<file path="src/rtl/wbu_pipe.sv">
// rtl/wbu_pipe.sv - write-back/commit unit: entry FIFO, next-PC/trap redirect, retire counter
// Entries commit in order from the FIFO head whenever the PCU is ready.
module wbu_pipe #(
  parameter int XLEN  = 32,
  parameter int DEPTH = 2,
  parameter int CNT_W = 64
) (
  input  logic             clk,
  input  logic             i_rst_n,
  input  logic             i_pre_valid,
  output logic             o_pre_ready,
  input  logic [XLEN-1:0]  i_pc,
  input  logic [XLEN-1:0]  i_rs1,
  input  logic [XLEN-1:0]  i_imm,
  input  logic [XLEN-1:0]  i_res,
  input  logic [XLEN-1:0]  i_csrr_rd,
  input  logic [XLEN-1:0]  i_mepc,
  input  logic [XLEN-1:0]  i_mtvec,
  input  logic             i_wen,
  input  logic             i_csr_wen,
  input  logic             i_brch,
  input  logic             i_jal,
  input  logic             i_jalr,
  input  logic             i_csrr,
  input  logic             i_mret,
  input  logic             i_ecall,
  input  logic             i_pcu_ready,
  output logic             o_pc_update,
  output logic [XLEN-1:0]  o_pc_next,
  output logic [XLEN-1:0]  o_rd_wdata,
  output logic [XLEN-1:0]  o_csr_wdata,
  output logic             o_wbu_wen,
  output logic             o_wbu_csr_wen,
  output logic             o_misalign,
  output logic [CNT_W-1:0] o_retire_cnt
);

  localparam int PW = (DEPTH > 1) ? $clog2(DEPTH) : 1;

  typedef struct packed {
    logic [XLEN-1:0] pc;
    logic [XLEN-1:0] rs1;
    logic [XLEN-1:0] imm;
    logic [XLEN-1:0] res;
    logic [XLEN-1:0] csrr_rd;
    logic [XLEN-1:0] mepc;
    logic [XLEN-1:0] mtvec;
    logic            wen;
    logic            csr_wen;
    logic            brch;
    logic            jal;
    logic            jalr;
    logic            csrr;
    logic            mret;
    logic            ecall;
  } entry_t;

  entry_t          mem [DEPTH];
  entry_t          in_e;
  entry_t          head;
  logic [PW-1:0]   wr_ptr;
  logic [PW-1:0]   rd_ptr;
  logic [PW:0]     count;
  logic            push;
  logic            pop;

  assign in_e = '{pc: i_pc, rs1: i_rs1, imm: i_imm, res: i_res, csrr_rd: i_csrr_rd,
                  mepc: i_mepc, mtvec: i_mtvec, wen: i_wen, csr_wen: i_csr_wen,
                  brch: i_brch, jal: i_jal, jalr: i_jalr, csrr: i_csrr,
                  mret: i_mret, ecall: i_ecall};

  // Ready and commit are both forced low while reset is held.
  assign o_pre_ready = i_rst_n && (count != (PW+1)'(DEPTH));
  assign push        = i_pre_valid && o_pre_ready;
  assign o_pc_update = i_rst_n && (count != '0) && i_pcu_ready;
  assign pop         = o_pc_update;
  assign head        = mem[rd_ptr];

  always_ff @(posedge clk) begin
    if (!i_rst_n) begin
      wr_ptr       <= '0;
      rd_ptr       <= '0;
      count        <= '0;
      o_retire_cnt <= '0;
    end else begin
      if (push) begin
        mem[wr_ptr] <= in_e;
        wr_ptr      <= wr_ptr + PW'(1);
      end
      if (pop) begin
        rd_ptr       <= rd_ptr + PW'(1);
        o_retire_cnt <= o_retire_cnt + CNT_W'(1);
      end
      if (push && !pop)
        count <= count + (PW+1)'(1);
      else if (!push && pop)
        count <= count - (PW+1)'(1);
    end
  end

  logic [XLEN-1:0] pc4;
  logic [XLEN-1:0] pc_imm;
  logic [XLEN-1:0] jalr_sum;
  logic [XLEN-1:0] target;
  logic            taken;
  logic            xfer;
  logic            mis;

  always_comb begin
    pc4      = head.pc + XLEN'(4);
    pc_imm   = head.pc + head.imm;
    jalr_sum = head.rs1 + head.imm;
    taken    = head.brch && head.res[0];
    if (head.ecall)     target = head.mtvec;
    else if (head.mret) target = head.mepc;
    else if (head.jal)  target = pc_imm;
    else if (head.jalr) target = {jalr_sum[XLEN-1:1], 1'b0};
    else if (taken)     target = pc_imm;
    else                target = pc4;
    // Only computed control transfers are alignment-checked; trap vectors are trusted.
    xfer = !head.ecall && !head.mret && (head.jal || head.jalr || taken);
    mis  = xfer && (target[1:0] != 2'b00);

    o_pc_next     = '0;
    o_rd_wdata    = '0;
    o_csr_wdata   = '0;
    o_wbu_wen     = 1'b0;
    o_wbu_csr_wen = 1'b0;
    o_misalign    = 1'b0;
    if (o_pc_update) begin
      o_pc_next     = mis ? head.mtvec : target;
      if (head.jal || head.jalr) o_rd_wdata = pc4;
      else if (head.csrr)        o_rd_wdata = head.csrr_rd;
      else                       o_rd_wdata = head.res;
      o_csr_wdata   = head.res;
      o_wbu_wen     = head.wen && !mis;
      o_wbu_csr_wen = head.csr_wen;
      o_misalign    = mis;
    end
  end

endmodule

</file>
<file path="config.mk">
export PLATFORM = sky130hd
export DESIGN_NAME = wbu_pipe
export DESIGN_NICKNAME = d
export VERILOG_FILES = /design/src/rtl/wbu_pipe.sv
export SDC_FILE = /design/constraint.sdc
export NUM_CORES = 1
export LEC_CHECK = 0
export BUFFER_PORTS_ARGS = -buffer_cell sky130_fd_sc_hd__buf_2
export CAP_MARGIN = 20
export CELL_PAD_IN_SITES_DETAIL_PLACEMENT = 0
export CELL_PAD_IN_SITES_GLOBAL_PLACEMENT = 1
export CORE_MARGIN = 4
export CORE_UTILIZATION = 50
export CTS_CLUSTER_SIZE = 12
export DETAILED_ROUTE_END_ITERATION = 6
export GPL_TIMING_DRIVEN = 0
export PLACE_DENSITY = 0.93
export SLEW_MARGIN = 25
export SYNTH_ARGS = -nofsm -noshare
export SYNTH_HDL_FRONTEND = slang
export SYNTH_SLANG_ARGS = --single-unit
</file>
<file path="constraint.sdc">
create_clock -name clk -period 21.3 [get_ports clk]
set_input_delay 4.26 -clock clk [delete_from_list [all_inputs] [get_ports clk]]
set_output_delay 4.26 -clock clk [all_outputs]
set_load 0.01 [all_outputs]
</file>
Word-level counts from Yosys, hierarchy flattened
Memories as Yosys holds them, arrays and structs flattened. A register that Yosys moved wholly into a read port is not among the register bits.
Cells that the tools add are included.
W data, S select, Z words.
{ "word_totals": {"out_inout_bits": 165, "ramBits": 464, "ff_bits": 68, "latch_bits": 0, "in_bits": 236, "mem_count": 1, "mem_bits_ro": 0, "wordCells": 56} }
{ "classes": {"magnitude_cmp": 0, "n_mux": 21, "n_mul": 0, "bitwise": 0, "shift": 0, "eq_ne": 1, "n_reduce_logical": 21, "div_mod_pow": 0, "add_sub_neg": 8} }
{ "memory_table": {"columns": ["memory", "depth", "width", "read_ports", "rd_ports_with_merged_regs", "write_ports", "line_no", "text"], "rows": [
  ["mem", 2, 232, 1, 1, 1, "58", "entry_t mem [DEPTH];"]
]} }
{ "op_table": {"columns": ["op", "n"], "rows": [
  ["$mux W32", 11],
  ["$add A32 B32 Y32", 2],
  ["$add A64 B1 Y64 const B", 1],
  ["$add A32 B3 Y32 const B", 1],
  ["$logic_and A1 B1 Y1", 11],
  ["$mux W1", 8],
  ["$reduce_bool A2 Y1", 3],
  ["$logic_not A1 Y1", 5],
  ["$mux W2", 2],
  ["$add A1 B1 Y1 const B", 2],
  ["$add A2 B1 Y2 const B", 1],
  ["$logic_or A1 B1 Y1", 2],
  ["$ne A2 B2 Y1 const B", 1],
  ["$sub A2 B1 Y2 const B", 1]
]} }

Logic depth before layout (Yosys ltp)
{ "logic_depth": {"ltp_word": 11, "mapped_depth": 23, "mapped_depth_nobuf": 14} }

Worst setup path after synthesis
Ideal clock, no wire load.
{ "synth_timing": {"path_type": "input port to flip-flop", "from": "in i_rst_n", "to": "reg wr_ptr", "required_ns": 21.197, "arrival_time_ns": 15.383, "cell_stages": 5, "slack_ns": 5.813, "n_path_buf": 1, "setup_time_ns": 0.103, "cell_sequence": "buf_2 -> a21boi_0 -> nand2_1 -> nor2_1 -> o21a_1"} }
{ "synth_between": {"elab_chain_len": 2} }
{ "synth_rtl": {"columns": ["element", "line_no", "text"], "rows": [
  ["start, declared", "9", "input logic i_rst_n,"],
  ["$logic_and A1 B1 Y1", "73", "assign o_pre_ready = i_rst_n && (count != (PW+1)'(DEPTH));"],
  ["net o_pre_ready", "11", "output logic o_pre_ready,"],
  ["$logic_and A1 B1 Y1", "74", "assign push = i_pre_valid && o_pre_ready;"],
  ["end signal, assigned", "88", "wr_ptr <= wr_ptr + PW'(1);"],
  ["end, declared", "61", "logic [PW-1:0] wr_ptr;"]
]} }
The timed path passes the listed nets, and every way through them passes these cells.
A chain may end at the register's enable or synchronous reset.

==> flow_summary.toml <==
[run_status]
status = "finished, final reports clean"

[drt]
vias = 20100
ant_nets = 0
drcViolationCount = 0
vias_per_cell = 6.05
dr.first_iter.drc_count = 2471
wirelength_mm = 86.2
drt-wirelength-per-cell_um = 25.9
first_pass_iters = 6

[critical_path]
cp-start-kind = "flip-flop"
cp_max_fo = 10
worstPathArrival_ps = 9920
worst-r2r-cell-count = 9
critPathRequiredTime_ps = 17040
cp-end-kind = "output pin"
critical_path_class = "flip-flop to output pin"

[logic_synthesis]
synth_commonest_cells = "edfxtp_1 (464), nor2_1 (139), mux2i_1 (134)"
muxShareOfSynthArea = 0.0936
synth_top_area_frac = 0.531
synth_area_leader_cell = "edfxtp_1"
synth-compound-area-share = 0.121
yosys_warnings = 0
syn_nets = 2424
synth_cells = 2122
synth-edff-count = 464
synth_cell_types = 79
netlist_area_um2 = 26200
synthArstFlopShare = 0
syn_area_per_cell_um2 = 12.4
yosysMostFrequentCell = "edfxtp_1"
ys_ff_latch = 533
ys_seq_area_frac = 0.584
ys.flop_type = "edfxtp_1"
synth_top_family_by_area = "compound AO/OA/AOI/OAI gates"
yosys.area_share.simple = 0.108
synth_xor_area_frac = 0.0394
synthTopCellsByArea = "edfxtp_1 (53%), dfxtp_1 (5.3%), mux2i_1 (5.1%)"
synthAdderAreaFrac = 0.0320

[power]
p_per_area_nw_per_um2 = 95.1
cellLeakagePower_uw = 0.0117
power.total_uw = 2970
vdd_ir_drop_max_uv = 80.6

[clocking]
cts_resized = 0
htree_levels = 2
cts_made_buffers = 54
clock_latency_ps = 620
cts_tree = "yes"
clockRootBuffer = "clkbuf_16"
clock_sinks = 533
cts_setup_buffers = 0
hold_buffers = 0
clkTransAtPathRegs_ps = 60
clock_path_buffers = 3

[global_routing]
track_usage = 0.294
grt_pass1_wl_mm = 125
grt_overflow = 0
grt_max_degree = 51
grt_pass1_vias = 19800
antenna_found_initial = 26

[timing]
worstMarginPinSlew_ps = 1030
layout_min_cycle_time_ps = 14180
setup_viol = 0
rsz0062_at_grt = "no"
fmax_ghz = 0.0705
finalMaxSlewViolations = 0
slew_headroom = 0.310
worst_clock_skew_ps = 26.6
fin_ws_ps = 7120
setup_tns_ps = 0
finalHoldViolations = 0
fin_crit_sh = 0.666

[die]
ios = 401
initial_core_util = 0.508
fp.coreArea_um2 = 51600
fp.dieW_um = 237
num_rows = 83
chipHeight_um = 237
die_area_um2 = 56200

[finish]
final_area_um2 = 31200
nFillCells = 4128
final_nets = 2895
synthToLayoutAreaGrowth_pct = 18.9
final_util = 0.604
drive_above_1_share = 0.239

[flow_run]
drv_cap = 0

[place]
place_ws_ps = 8010
dp_hpwl_mm = 66.8
portBuffers = 399
dpl-instance-area_um2 = 29500
routabilityCongestion = 0.926

[min_path]
hold_path.class = "flip-flop to flip-flop"
hold_depth = 2
-- cells in the final DEF, fill, tap and decap left out, drive strengths merged, types with 11 or more instances in the layout --
cell type,n
a2111oi,11
a211oi,85
a21boi,29
a21o,21
a21oi,119
a221oi,14
and2,60
and3,21
buf,450
clkbuf,140
clkinv,11
dfxtp,69
diode,14
edfxtp,464
ha,64
inv,45
mux2,99
mux2i,134
nand2,107
nand3,63
nand4,23
nor2,141
nor2b,48
nor3,31
o21a,20
o21ai,82
o22ai,12
o31ai,13
or3,20
xnor2,85
xor2,33
-- critical path, stage by stage, from the launching register on --
cell and delay (ps):
dfxtp_1 310, buf_2 250, buf_2 360, buf_4 310, buf_2 390, buf_2 430
buf_2 450, buf_2 440, buf_1 780, buf_1 700, mux2_2 460, ha_1 350
nand2_1 80, a2111oi_0 800, nor2_1 300, o21ai_0 660, a211o_2 340, and2_1 260
o21a_1 140, mux2_2 190, a21oi_1 100, a2111oi_0 850, buf_2 280
-- report_power, final --
group	switching, uW	internal, uW	leakage, uW	total [uW]
Combinational	553	306	0.00604	860
Clock	393	513	0.000806	906
Sequential	15.2	1190	0.00481	1200
-- cells by family (layout without fill, tap and decap cells) --
kind of cell / count (synthesis) / count (layout)
simple gates: 552 / 552
flops: 533 / 533
fa+ha+maj: 66 / 66
buf+inv: 142 / 648
xor+xnor: 118 / 118
compound gates: 478 / 478
mux: 233 / 233
other cells: 0 / 14
-- sequential cells by signal, summed over array words and instances, names as in the netlist, named ones only --
signal and flops:
count 2, mem 464, o_retire_cnt 64, rd_ptr 1, wr_ptr 1
-- cell type report --
class	instances	area (um^2)	share of cell area
antenna	14	35.0	0.00112
inverter	46	173	0.00554
clock buffer	79	1510	0.0483
tap	680	851	0.0273
clock inverter	12	156	0.00502
buffer	96	407	0.0130
timing repair buffer	415	2380	0.0765
sequential	533	15300	0.491
multi-input combinational	1447	10400	0.332
-- per-layer routing --
| metal | up-vias | GRT usage | part of all wire |
|---|---|---|---|
| li1 | 9026 | - | - |
| met1 | 9837 | 0.390 | 0.40 |
| met2 | 1031 | 0.485 | 0.47 |
| met3 | 185 | 0.0670 | 0.092 |
| met4 | 22 | 0.0939 | 0.032 |
| met5 | - | 0 | 0.0016 |
-- stage by stage --
stage / instances / hold WS, ps
CTS: 3308 / 509
finish: 3322 / 515
global route: 3316 / 548
detailed placement: 3217 / 499
floorplan: 2122 / 501
global placement: 3201 / 479
-- path summary, 6_finish.rpt --
check             slack [ps]               end              from
setup / recovery        7120     o_pc_next[23]         flip-flop
setup reg to reg       17680  o_retire_cnt[59]          count[0]
hold / removal           520  o_retire_cnt[43]  o_retire_cnt[43]
hold reg to reg          520  o_retire_cnt[43]  o_retire_cnt[43]
No activity file was read; power rests on OpenSTA's default activity.
